[src/rtl/shift_pkg.sv]
// rtl/shift_pkg.sv - shared types and helpers for the serial shift blocks
package shift_pkg;

  typedef enum logic [1:0] {
    ST_IDLE  = 2'd0,
    ST_SHIFT = 2'd1,
    ST_DONE  = 2'd2
  } state_t;

  // Counter must be able to represent WIDTH itself, hence WIDTH+1.
  function automatic int cnt_width(input int width);
    return $clog2(width + 1);
  endfunction

endpackage

[src/rtl/shift_serdes_if.sv]
// rtl/shift_serdes_if.sv - word handshake and serial pins of the shift engine
interface shift_serdes_if #(
  parameter int WIDTH = 8
);
  logic             in_valid;
  logic             in_ready;
  logic [WIDTH-1:0] in_data;
  logic             shift_en;
  logic             ser_in;
  logic             ser_out;
  logic             out_valid;
  logic             out_ready;
  logic [WIDTH-1:0] out_data;
  logic             busy;

  modport master (
    output in_valid, in_data, shift_en, ser_in, out_ready,
    input  in_ready, ser_out, out_valid, out_data, busy
  );

  modport slave (
    input  in_valid, in_data, shift_en, ser_in, out_ready,
    output in_ready, ser_out, out_valid, out_data, busy
  );
endinterface

[src/rtl/shift_bit_counter.sv]
// rtl/shift_bit_counter.sv - up-counter with clear, enable and terminal-count flag
module shift_bit_counter
  import shift_pkg::*;
#(
  parameter int MAX = 8
) (
  input  logic clk,
  input  logic nReset,
  input  logic i_clr,
  input  logic i_en,
  output logic o_tc
);
  localparam int CW = cnt_width(MAX);

  logic [CW-1:0] r_count;

  always_ff @(posedge clk) begin
    if (!nReset) begin
      r_count <= '0;
    end else if (i_clr) begin
      r_count <= '0;
    end else if (i_en) begin
      r_count <= r_count + CW'(1);
    end
  end

  // Flags the count reached just before the final increment.
  assign o_tc = (r_count == CW'(MAX - 1));
endmodule

[src/rtl/shift_serdes.sv]
// rtl/shift_serdes.sv - full-duplex parallel/serial shift engine with word handshakes
module shift_serdes
  import shift_pkg::*;
#(
  parameter int WIDTH     = 8,
  parameter bit MSB_FIRST = 1'b1
) (
  input  logic           clk,
  input  logic           nReset,
  shift_serdes_if.slave  bus
);
  state_t           r_state;
  state_t           w_state_nxt;
  logic [WIDTH-1:0] r_shift;
  logic [WIDTH-1:0] w_shifted;
  logic             w_load;
  logic             w_shift;
  logic             w_tc;
  logic             w_in_ready;
  logic             w_out_valid;
  logic             w_busy;

  shift_bit_counter #(.MAX(WIDTH)) u_cnt (
    .clk    (clk),
    .nReset (nReset),
    .i_clr  (w_load),
    .i_en   (w_shift),
    .o_tc   (w_tc)
  );

  generate
    if (MSB_FIRST) begin : g_msb
      assign w_shifted = {r_shift[WIDTH-2:0], bus.ser_in};
    end else begin : g_lsb
      assign w_shifted = {bus.ser_in, r_shift[WIDTH-1:1]};
    end
  endgenerate

  always_ff @(posedge clk) begin
    if (!nReset) begin
      r_state <= ST_IDLE;
      r_shift <= '0;
    end else begin
      r_state <= w_state_nxt;
      if (w_load) begin
        r_shift <= bus.in_data;
      end else if (w_shift) begin
        r_shift <= w_shifted;
      end
    end
  end

  always_comb begin
    w_state_nxt = r_state;
    w_load      = 1'b0;
    w_shift     = 1'b0;
    w_in_ready  = 1'b0;
    w_out_valid = 1'b0;
    w_busy      = 1'b0;
    unique case (r_state)
      ST_IDLE: begin
        w_in_ready = 1'b1;
        if (bus.in_valid) begin
          w_load      = 1'b1;
          w_state_nxt = ST_SHIFT;
        end
      end
      ST_SHIFT: begin
        w_busy = 1'b1;
        if (bus.shift_en) begin
          w_shift = 1'b1;
          if (w_tc) begin
            w_state_nxt = ST_DONE;
          end
        end
      end
      ST_DONE: begin
        w_out_valid = 1'b1;
        w_in_ready  = bus.out_ready;
        // Consume and reload in one edge keeps the word period at WIDTH+1.
        if (bus.out_ready) begin
          if (bus.in_valid) begin
            w_load      = 1'b1;
            w_state_nxt = ST_SHIFT;
          end else begin
            w_state_nxt = ST_IDLE;
          end
        end
      end
      default: w_state_nxt = ST_IDLE;
    endcase
  end

  assign bus.in_ready  = w_in_ready;
  assign bus.out_valid = w_out_valid;
  assign bus.busy      = w_busy;
  assign bus.out_data  = r_shift;
  assign bus.ser_out   = MSB_FIRST ? r_shift[WIDTH-1] : r_shift[0];
endmodule

[src/flat_wrapper.sv]
// flat-port wrapper written by rule: the top's interface ports become plain ports
module shift_serdes_flat import shift_pkg::*;
#(
  parameter int WIDTH     = 8,
  parameter bit MSB_FIRST = 1'b1
)
  (clk, nReset, bus_in_valid, bus_in_data, bus_shift_en, bus_ser_in, bus_out_ready, bus_in_ready, bus_ser_out, bus_out_valid, bus_out_data, bus_busy);
  shift_serdes_if #(.WIDTH(WIDTH)) bus_i ();
  input  logic clk;
  input  logic nReset;
  input wire logic [$bits(bus_i.in_valid)-1:0] bus_in_valid;
  input wire logic [$bits(bus_i.in_data)-1:0] bus_in_data;
  input wire logic [$bits(bus_i.shift_en)-1:0] bus_shift_en;
  input wire logic [$bits(bus_i.ser_in)-1:0] bus_ser_in;
  input wire logic [$bits(bus_i.out_ready)-1:0] bus_out_ready;
  output wire logic [$bits(bus_i.in_ready)-1:0] bus_in_ready;
  output wire logic [$bits(bus_i.ser_out)-1:0] bus_ser_out;
  output wire logic [$bits(bus_i.out_valid)-1:0] bus_out_valid;
  output wire logic [$bits(bus_i.out_data)-1:0] bus_out_data;
  output wire logic [$bits(bus_i.busy)-1:0] bus_busy;
  assign bus_i.in_valid = bus_in_valid;
  assign bus_i.in_data = bus_in_data;
  assign bus_i.shift_en = bus_shift_en;
  assign bus_i.ser_in = bus_ser_in;
  assign bus_i.out_ready = bus_out_ready;
  assign bus_in_ready = bus_i.in_ready;
  assign bus_ser_out = bus_i.ser_out;
  assign bus_out_valid = bus_i.out_valid;
  assign bus_out_data = bus_i.out_data;
  assign bus_busy = bus_i.busy;
  shift_serdes #(.WIDTH(WIDTH), .MSB_FIRST(MSB_FIRST)) u_core (.clk(clk), .nReset(nReset), .bus(bus_i));
endmodule
[config.mk]
export PLATFORM = sky130hd
export DESIGN_NAME = shift_serdes_flat
export DESIGN_NICKNAME = d
export VERILOG_FILES = /design/src/rtl/shift_pkg.sv /design/src/rtl/shift_serdes_if.sv /design/src/rtl/shift_bit_counter.sv /design/src/rtl/shift_serdes.sv /design/src/flat_wrapper.sv
export SDC_FILE = /design/constraint.sdc
export NUM_CORES = 1
export LEC_CHECK = 0
export ABC_AREA = 1
export BUFFER_PORTS_ARGS = -buffer_cell sky130_fd_sc_hd__clkbuf_2
export CAP_MARGIN = 30
export CELL_PAD_IN_SITES_DETAIL_PLACEMENT = 0
export CELL_PAD_IN_SITES_GLOBAL_PLACEMENT = 1
export CORE_UTILIZATION = 33
export CTS_CLUSTER_DIAMETER = 150
export DETAILED_ROUTE_END_ITERATION = 7
export GPL_TIMING_DRIVEN = 0
export HOLD_SLACK_MARGIN = 0.02
export PLACE_DENSITY_LB_ADDON = 0.1
export SETUP_SLACK_MARGIN = 0.1
export SYNTH_ARGS = -nofsm -noshare
export SYNTH_HDL_FRONTEND = slang
export SYNTH_SLANG_ARGS = --single-unit
[constraint.sdc]
create_clock -name clk -period 1.5 [get_ports clk]
set_clock_uncertainty 0.2 [all_clocks]
set_input_delay 0.075 -clock clk [delete_from_list [all_inputs] [get_ports clk]]
set_output_delay 0.075 -clock clk [all_outputs]
set_load 0.1 [all_outputs]
After elaboration in Yosys (flattened, before gate mapping)
Cells that the tools add are included.
{ "word_totals": {"reg_bits": 14, "inputBits": 14, "out_inout_bits": 12} }
{ "op_classes": {"reduce_logical": 4, "mux": 16, "bitwise": 1, "eq_ne": 7, "addsub": 1} }
{ "op_table": {"columns": ["op", "count"], "rows": [
  ["8-bit two-way mux", 2],
  ["2-bit two-way mux", 4],
  ["2-bit != test, second input constant", 4],
  ["1-bit two-way mux", 7],
  ["2-bit case mux with 3 select lines", 1],
  ["4-bit by 1-bit adder with 4-bit output, second input constant", 1],
  ["4-bit by 3-bit == test with 1-bit output, second input constant", 1],
  ["1-bit case mux with 2 select lines", 2],
  ["4-bit AND reduction", 1],
  ["2-bit by 1-bit == test with 1-bit output, second input constant", 1],
  ["2-bit == test, second input constant", 1],
  ["2-bit logical NOT", 1],
  ["2-bit nonzero test", 1],
  ["2-bit OR reduction", 1],
  ["1-bit NOT", 1]
]} }

Logic depth before layout (Yosys ltp)
{ "depth": {"depth_word": 4, "depth_mapped": 8, "depth_no_buf": 7} }

Modules after synthesis
Synthesis repeated with hierarchy kept, for this count alone.
{ "hier_totals": {"hier_cells": 119, "area_unflattened_um2": 823.3} }
{ "modules_own_cells": {"columns": ["module", "n_inst", "seq_area_each_um2", "area_per_inst_um2", "cells_each"], "rows": [
  ["shift_serdes", 1, 200.2, 640.6, 93],
  ["shift_bit_counter", 1, 80.1, 182.7, 26]
]} }

Worst setup path before layout
OpenSTA, ideal clock, no wires.
{ "synth_timing": {"path_kind": "reg2reg", "start": "reg u_core.r_state[1]", "end": "reg u_core.r_state[1]", "required_time_ns": 1.228, "synth_period_minus_slack_ns": 2.291, "setup_time_ns": 0.072, "path_slack_ns": -0.791, "path_stages_with_launch": 5, "path_buffers": 0, "t_arrival_ns": 2.020, "path_cell_list": "dfxtp_1 inv_1 nor2_1 nand2_1 a21oi_1"} }
{ "synth_between": {"elab_chain_len": 3, "word_cells_on_any_way": 9, "classes_between": "6 x eq/ne; 1 x mux; 2 x reduce/logical"} }
{ "synth_rtl": {"columns": ["item", "line_no", "source"], "rows": [
  ["start, declared", "shift_serdes.sv:12", "state_t r_state;"],
  ["start signal, assigned", "shift_serdes.sv:44", "r_state <= w_state_nxt;"],
  ["2-bit by 1-bit == test with 1-bit output, or another cell as far along", "shift_serdes.sv:60", "unique case (r_state)"],
  ["2-bit != test (no source line)", null, null],
  ["4-bit AND reduction (no source line)", null, null]
]} }
Parallel ways exist; a longest one is shown, timed or not.
A chain may end at the register's enable or synchronous reset.

Worst setup path in the final report
{ "layout_timing": {"start": "reg u_core.r_state[0]", "end": "out bus_busy"} }
{ "layout_between": {"elab_chain_len": 2} }
{ "layout_rtl": {"columns": ["item", "line_no", "source"], "rows": [
  ["2-bit by 1-bit == test with 1-bit output", "shift_serdes.sv:60", null],
  ["1-bit two-way mux", "shift_serdes.sv:60", null],
  ["end, declared", "flat_wrapper.sv:20", "output wire logic [$bits(bus_i.busy)-1:0] bus_busy;"]
]} }
No other way between the ends.

==> summary.md <==
| Metric | Value |
|---|---|
| Seq/Total Area, Yosys | 35.2% |
| Post-Layout Cell Count | 191 |
| Layout net count | 179 |
| Worst skew pair latency | 280 ps |
| Initial Util | 35.3% |
| # IOs | 26 |
| Post-synth cell types | 18 |
| Routed Antenna Nets | 0 |
| Worst Hold Class | input pin to flip-flop |
| DR pass1 iterations | 4 |
| Synth Area per Inst | 6.59 um2 |
| Cell Area, Synth | 797 um2 |
| Unrepaired setup endpoints after global routing | true |
| Clock tree buffer depth | 2 |
| Crit-path slowest cell | dfxtp_4 |
| Routed length per instance | 10.1 um |
| Number of max-cap violations | 0 |
| CP required | 1220 ps |
| Post-route DRC violation count | 0 |
| Largest cells by area after synthesis | dfxtp_1 (35%), nand2_1 (16%), nor2_1 (9.9%) |
| CP Capture Type | output pin |
| Initial antenna violation count | 0 |
| RD Place Congestion | 0.664 |
| Root buf cell | clkbuf_4 |
| Leakage | 0.000606 uW |
| Die height | 51.1 um |
| F_max | 712 MHz |
| Antenna diodes | 0 |
| HPWL Detailed | 1.31 mm |
| Die X | 51.1 um |
| Detailed Route WL | 1.94 mm |
| Least-Margin Pin Slew | 535 ps |
| Yosys warns | 0 |
| Cells after synthesis | 121 |
| Hold_ws | 53.8 ps |
| CTS sink cnt | 14 |
| Row cnt | 17 |
| Status | finished, final reports clean |
| Slew Viols, Final | 0 |
| First-pass GRT wire length | 3.44 mm |
| Max-slew headroom | 64.5% |
| Kind of critical path | flip-flop to output pin |
| Fraction of final layout cells sized beyond drive strength 1 | 30.1% |
| Yosys top cell area share | 35.2% |
| Commonest cells post-synth | nand2_1 (35), nor2_1 (21), dfxtp_1 (14), inv_1 (14), a21oi_1 (9) |
| Final core utilization | 54.1% |
| DR vias/cell | 4.49 |
| Cells along the critical path | inv_4 > nor2_4 > clkbuf_16 |
| First DRT Iteration DRCs | 6 |
| # fillers | 247 |
| Total congestion overflow | 0 |
| Placeable Area | 2250 um2 |
| CTS Buf Count | 3 |
| CTS tree | yes |
| Fin crit share | 93.7% |
| Vias in the first global route | 826 |
| Syn Nets | 136 |
| Input/output buffers | 24 |
| Synthesis-to-finish area growth | 53.1% |
| Fin. Hold Viols | 0 |
| EDFF count, synth | 0 |
| Main synth FF type | dfxtp_1 |
| Most common cell in the netlist | nand2_1 |
| Data arrival time of the critical path | 1130 ps |
| Clock Pin Slew Worst Setup and Hold Paths | 90 ps |
| Largest net degree at the start of global routing | 11 |
| VDD IR max | 0.000540 V |
| Max FO, Critical Path | 6 |
| Vias after detailed routing | 858 |
| CP max stage delay | 420 ps |
| Post-Route Setup TNS | 0 ps |
| Worst setup SP type | flip-flop |
| GRT Total Usage | 17.8% |
| # H-tree levels | 1 |
| Full die area | 2620 um2 |
| Final setup vio count | 0 |
| Placed cells | 173 |
| Cell taking the most area after synthesis | dfxtp_1 |
| Cell area power density | 894 nW/um2 |
| Yosys reg bits | 14 |
| Final Critical Period | 1410 ps |
| FFs w/ async S/R, synth | 0% |
-- critical path: cells and delay by family, from the launching register on --
| kind | cells | cell delay, ps |
|---|---|---|
| buffers and inverters | 2 | 270 |
| flip-flops | 1 | 420 |
| AND/OR/NAND/NOR | 1 | 150 |
-- registers in the layout, summed over array words and instances, names as in the netlist --
name	flops
u_core.bus.out_data	8
u_core.r_state	2
u_core.u_cnt.r_count	4
-- per-stage QoR --
step,setup WS (ps),power [uW],instance area (um2)
after floorplan,-192,754,826
after global placement,60.8,821,981
after detailed placement,45.2,822,981
after CTS,94.1,1100,1180
after global routing,13.3,1160,1220
final,94.6,1090,1220
-- metal layers --
layer	part of all wire [%]	vias to the layer above	global-route usage [%]
met1	47	376	21.7
met3	3.7	2	2.68
met5	0	-	0
met4	0.83	0	8.33
met2	49	19	30.3
li1	-	461	-
-- placed cells by master, fill, tap and decap left out, types with 5 or more instances in the layout --
cell type / Yosys / routed
nor2_1: 21 / 19
nand2_1: 35 / 33
dlygate4sd3_1: 0 / 12
clkbuf_2: 0 / 13
clkbuf_4: 0 / 7
dfxtp_1: 14 / 11
inv_1: 14 / 13
buf_2: 1 / 5
a21oi_1: 9 / 8
nand3b_1: 7 / 7
-- report_power, final --
group          switching [uW]  total, uW  internal (uW)
registers                23.2        418            395
clock network             123        226            103
logic                     313        446            133
total                     459       1090            631
-- kinds of logic after synthesis --
logic type | after synthesis | synth area share (%)
fa+ha+maj | 1 | 1.57
simple gates | 76 | 43.6
compound gates | 9 | 5.65
xor+xnor | 1 | 1.10
flops | 14 | 35.2
buf+inv | 20 | 12.9
-- what timing repair did --
item | 4_1_cts | 5_1_grt
endpoints found under the setup margin | 17 | 20
buffers inserted | 1 | 1
hold buffers | 12 | 0
endpoints found under the hold margin | 14 | 0
pin swaps | 1 | 1
resized for setup | 11 | 17
-- area by class of cell --
type                            instances  area (um2)  area share (%)
Buffer                                  5        46.3            3.79
Sequential cell                        14         289            23.7
Multi-Input combinational cell         87         458            37.5
Timing Repair Buffer                   38         307            25.1
Clock buffer                            4        26.3            2.15
Inverter                               15        58.8            4.82
Tap cell                               28        35.0            2.87
-- path summary, 6_finish.rpt --
| check | endpoint | cells past startpoint | startpoint | slack, ps |
|---|---|---|---|---|
| min reg2reg | u_core.bus.out_data[6] | 2 | u_core.bus.out_data[6] | 300 |
| max reg2reg | u_core.bus.out_data[2] | 7 | u_core.r_state[0] | 150 |
| max | bus_busy | 3 | u_core.r_state[0] | 90 |
| min | u_core.bus.out_data[5] | 7 | bus_in_valid | 50 |
Note: power is estimated with default switching activity, not from simulation.
